===== src/rtl/mem_pkg.sv =====
// Shared types for the memory access controller:
// opcode and FSM state encodings.
package mem_pkg;

   typedef enum logic [1:0] {
      OP_LDI   = 2'b00,
      OP_LDIS  = 2'b01,
      OP_LOAD  = 2'b10,
      OP_STORE = 2'b11
   } op_t;

   typedef enum logic [1:0] {
      S_IDLE   = 2'b00,
      S_DECODE = 2'b01,
      S_MEM    = 2'b10,
      S_DONE   = 2'b11
   } state_t;

endpackage


===== src/rtl/mem_op_decode.sv =====
// Field extraction for the controller: opcode,
// memory address and extended immediate.
module mem_op_decode
   import mem_pkg::*;
#(
   parameter int DATA_W = 16,
   parameter int ADDR_W = 8,
   parameter int OP_LSB = 11
) (
   input  logic [DATA_W-1:0] instr,
   output op_t               op,
   output logic [ADDR_W-1:0] addr,
   output logic [DATA_W-1:0] imm
);

   logic unused_bits;

   assign unused_bits = ^instr;
   assign op   = op_t'(instr[OP_LSB+1:OP_LSB]);
   assign addr = instr[ADDR_W-1:0];

   always_comb begin
      imm = {{(DATA_W-ADDR_W){1'b0}}, addr};
      if (op == OP_LDIS)
         imm = {{(DATA_W-ADDR_W){addr[ADDR_W-1]}}, addr};
   end

endmodule


===== src/rtl/mem_access_ctrl.sv =====
// Multi-cycle load/store/immediate controller with
// fixed-latency memory strobes and abort support.
module mem_access_ctrl
   import mem_pkg::*;
#(
   parameter int DATA_W  = 16,
   parameter int ADDR_W  = 8,
   parameter int OP_LSB  = 11,
   parameter int MEM_LAT = 2
) (
   input  logic              clk,
   input  logic              rst_n,
   input  logic              instr_valid,
   input  logic [DATA_W-1:0] instr,
   output logic              instr_ready,
   input  logic              abort,
   input  logic [DATA_W-1:0] st_data,
   input  logic [DATA_W-1:0] mem_rdata,
   output logic [ADDR_W-1:0] mem_addr,
   output logic [DATA_W-1:0] mem_wdata,
   output logic              mem_re,
   output logic              mem_we,
   output logic              wb_en,
   output logic [DATA_W-1:0] wb_data,
   output logic              done,
   output logic              busy
);

   localparam int CNT_W = $clog2(MEM_LAT + 1);

   state_t              state;
   logic [CNT_W-1:0]    cnt;
   logic [DATA_W-1:0]   instr_q;
   logic [DATA_W-1:0]   st_q;
   logic                done_r;
   logic                wb_r;

   op_t                 dec_op;
   logic [ADDR_W-1:0]   dec_addr;
   logic [DATA_W-1:0]   dec_imm;

   mem_op_decode #(
      .DATA_W (DATA_W),
      .ADDR_W (ADDR_W),
      .OP_LSB (OP_LSB)
   ) u_dec (
      .instr (instr_q),
      .op    (dec_op),
      .addr  (dec_addr),
      .imm   (dec_imm)
   );

   // abort cancels a pending completion in the same cycle
   assign instr_ready = (state == S_IDLE) && !abort;
   assign done        = done_r && !abort;
   assign wb_en       = wb_r && !abort;

   always_ff @(posedge clk or negedge rst_n) begin
      if (!rst_n) begin
         state     <= S_IDLE;
         cnt       <= '0;
         instr_q   <= '0;
         st_q      <= '0;
         mem_addr  <= '0;
         mem_wdata <= '0;
         mem_re    <= 1'b0;
         mem_we    <= 1'b0;
         wb_data   <= '0;
         done_r    <= 1'b0;
         wb_r      <= 1'b0;
         busy      <= 1'b0;
      end else begin
         done_r <= 1'b0;
         wb_r   <= 1'b0;
         unique case (state)
            S_IDLE: begin
               if (instr_valid && !abort) begin
                  instr_q <= instr;
                  st_q    <= st_data;
                  state   <= S_DECODE;
                  busy    <= 1'b1;
               end
            end
            S_DECODE: begin
               if (abort) begin
                  state <= S_IDLE;
                  busy  <= 1'b0;
               end else if (dec_op == OP_LDI || dec_op == OP_LDIS) begin
                  state   <= S_DONE;
                  wb_data <= dec_imm;
                  done_r  <= 1'b1;
                  wb_r    <= 1'b1;
               end else begin
                  state     <= S_MEM;
                  cnt       <= CNT_W'(MEM_LAT - 1);
                  mem_addr  <= dec_addr;
                  mem_wdata <= st_q;
                  mem_re    <= (dec_op == OP_LOAD);
                  mem_we    <= (dec_op == OP_STORE);
               end
            end
            S_MEM: begin
               if (abort) begin
                  state  <= S_IDLE;
                  busy   <= 1'b0;
                  mem_re <= 1'b0;
                  mem_we <= 1'b0;
                  cnt    <= '0;
               end else if (cnt == '0) begin
                  state  <= S_DONE;
                  mem_re <= 1'b0;
                  mem_we <= 1'b0;
                  done_r <= 1'b1;
                  wb_r   <= (dec_op == OP_LOAD);
                  if (dec_op == OP_LOAD)
                     wb_data <= mem_rdata;
               end else begin
                  cnt <= cnt - CNT_W'(1);
               end
            end
            S_DONE: begin
               state <= S_IDLE;
               busy  <= 1'b0;
            end
            default: state <= S_IDLE;
         endcase
      end
   end

endmodule


===== config.mk =====
export PLATFORM = sky130hd
export DESIGN_NAME = mem_access_ctrl
export DESIGN_NICKNAME = d
export VERILOG_FILES = /design/src/rtl/mem_pkg.sv /design/src/rtl/mem_op_decode.sv /design/src/rtl/mem_access_ctrl.sv
export SDC_FILE = /design/constraint.sdc
export NUM_CORES = 1
export LEC_CHECK = 0
export CAP_MARGIN = 20
export CORE_MARGIN = 2
export CORE_UTILIZATION = 45
export CTS_BUF_LIST = sky130_fd_sc_hd__clkbuf_2 sky130_fd_sc_hd__clkbuf_4 sky130_fd_sc_hd__clkbuf_8
export DETAILED_ROUTE_END_ITERATION = 16
export HOLD_SLACK_MARGIN = 0.02
export PLACE_DENSITY = 0.79
export SLEW_MARGIN = 20
export SYNTH_ARGS = -nofsm -noshare
export SYNTH_HDL_FRONTEND = slang
export SYNTH_SLANG_ARGS = --single-unit

===== constraint.sdc =====
create_clock -name clk -period 2.2 [get_ports clk]
set_input_delay 0.44 -clock clk [delete_from_list [all_inputs] [get_ports clk]]
set_output_delay 0.44 -clock clk [all_outputs]
set_load 0.02 [all_outputs]

==> qor.csv <==
metric;value;unit
Congestion Overflow GR;0;
Routed Antenna Nets;0;
area of the multi-input gates;0.00119;mm^2
Core ar.;0.00683;mm^2
Cell variety after synth;28;
antenna violations before repair;0;
vias in the first global route;2182;
max cap viols;0;
HP Class;in -> async;
status;finished, final reports clean;
die height;88.0;um
Reg2Reg Setup Slack;0.24;ns
Layout Cells excl Fill;428;
Root Buffer;clkbuf_8;
DR vias;2088;
Yosys top cell area share;0.591;
Post-Synthesis Cells;223;
Worst setup EP type;output pin;
worst-path fanout max;6;
Setup crit start;state[0];
Post-Synth XOR/XNOR Area;0;
Fmax;0.485;GHz
IO Port Bufs;91;
largest net degree at the start of global routing;45;
DR iter-0 viols;68;
CTS Buffer Depth;2;
power density cells;1480;mW/mm^2
leakage power;0.00201;uW
register area share after synthesis;0.591;
global-route wire length before repair;10.4;mm
fin crit period;2.06;ns
final setup fails;0;
share of layout cells above drive strength 1;0.298;
Std-Cell Rows;30;
Initial Util;0.465;
Ys Warns;0;
ANT cells;0;
drt first pass iters;4;
Fill cells;543;
DIE AREA;0.00775;mm^2
Post-CTS Setup Inserts;0;
final worst slack;0.136;ns
RSZ-0062 raised after global routing;false;
mux contribution to synthesized area;0.275;
H-tree depth;3;
Setup CP Type;reg -> out;
# IOs;98;
simple-gate share of the synthesized area;0.0413;
Worst R2R Path Depth;5;
Syn Std Cell Area;0.00318;mm^2
crit path DAT;1.62;ns
Slew HR;0.705;
Synth Area in Compound Gates;0.0390;
Worst-Skew Late Latency;0.34;ns
fin nets;384;
Required @ worst endpoint;1.76;ns
cell count after placement;412;
Hold WS;0.0404;ns
Final Slew Violations;0;
CTS Buf Count;9;
Syn Nets;280;
Mean Syn Cell Area;14.3;um^2
fin util;0.664;
largest family of logic cells by synthesized area;multiplexers;
HPWL after detailed placement;4.48;mm
Synth Register Bits;75;
TritonCTS clock tree;done;
crit share post-route;0.938;
CP endpoint;instr_ready;
r2r startpoint;state[0];
TNS Setup;0;ns
worst IR drop on VDD;0.855;mV
synthesis-to-layout area growth;42.8;%
Die X;88.0;um
critical path launch point type;flip-flop;
DR vias/cell;4.88;
average wire per standard cell;14.9;um
worst slew pin tran;0.443;ns
worst reg2reg path endpoint;wb_data[6];
Adder-Cell Fraction of Synth Area;0.0197;
skew final;0.00938;ns
dpl ws;-0.0822;ns
CTS Sinks;75;
drt total wl;6.38;mm
DRC Markers;0;
Worst-path clk slew;0.09;ns
GRT Util Overall;0.176;
register area;0.00188;mm^2
placer congestion estimate;0.798;
Synth area leader;dfrtp_1;
largest cells by area after synthesis;dfrtp_1 (59%), mux2_2 (24%), mux2i_1 (2.8%), a21oi_1 (2.2%), ha_1 (2.0%);
Final Hold Fails;0;
==> placed cells by master (no fill, tap or decap), types with 2 or more instances in the layout <==
cell              n
mux2_2           67
a21oi_1          14
mux2_4            2
nand2b_1          4
dfrtp_1          75
bufinv_16         3
clkbuf_8          9
nor3b_1           2
nor2b_1           3
clkdlybuf4s50_1  87
dlygate4sd2_1     3
inv_6             2
buf_12            4
mux2i_1           9
ha_1              5
nand2_1           4
buf_4            10
o21ai_0           2
inv_1            13
==> cell type report <==
type,count,area share
clock buffer,9,0.0273
clock inverter,7,0.0273
inverter,13,0.0108
multi-input combinational,124,0.263
sequential,75,0.414
tap,96,0.0265
timing repair buffer,104,0.232
==> layer usage <==
layer	track usage	up-vias	routed length, um
met5	0	-	0
met4	0.0634	0	99
met3	0.0575	10	333
met2	0.277	60	3060
met1	0.231	1018	2880
li1	-	1000	-
==> kinds of logic after synthesis <==
kind of cell | count (synthesis)
compound gates | 21
fa+ha+maj | 5
buf+inv | 24
flops | 75
mux | 78
simple gates | 20
==> worst min-delay path by stage <==
stage / startpoint / end / cells after the start
2_1_floorplan: rst_n / busy / 0
6_report: rst_n / wb_data[8] / 1
3_5_place_dp: rst_n / busy / 1
3_3_place_gp: rst_n / busy / 1
5_1_grt: rst_n / wb_data[8] / 1
4_1_cts: rst_n / wb_data[8] / 1
==> power breakdown <==
part / internal, uW / switching [uW]
logic: 1680 / 1310
registers: 2050 / 360
clock network: 763 / 535
==> synth_stat cells <==
library cell / count
dfrtp_1: 75
mux2_2: 67
a21oi_1: 14
inv_1: 13
mux2i_1: 9
clkbuf_1: 5
ha_1: 5
nand2_1: 4
nand2b_1: 4
buf_2: 3
nor2b_1: 3
buf_6: 2
mux2_4: 2
nor3b_1: 2
o21ai_0: 2
a21boi_0: 1
and3_1: 1
and3b_1: 1
buf_1: 1
nand3b_1: 1
nand4b_1: 1
nor4bb_1: 1
o22a_1: 1
o2bb2ai_1: 1
o32a_1: 1
o32ai_1: 1
or3_1: 1
or4b_1: 1
==> critical path, stage by stage, from the launching register on <==
cell,delay [ns]
dfrtp_1,0.41
inv_1,0.09
ha_1,0.26
nor2b_1,0.19
dlygate4sd2_1,0.35
==> timing repair <==
action / CTS / global route
endpoints found under the setup margin: 3 / 0
gates resized for setup: 3 / 0
hold buffers: 0 / 0
==> registers in the layout, indices dropped and copies added, names as in the netlist <==
signal     cells
wb_data       16
mem_addr       8
instr_q       10
mem_re         1
busy           1
mem_we         1
cnt            2
st_q          16
state          2
mem_wdata     16
wb_r           1
done_r         1
==> metrics by stage <==
stage          area, um^2  power (uW)
2_1_floorplan        3180        4150
3_3_place_gp         4290        5370
3_5_place_dp         4290        5460
4_1_cts              4540        6790
5_1_grt              4540        7100
6_report             4540        6700
(Power assumes the default switching activity.)
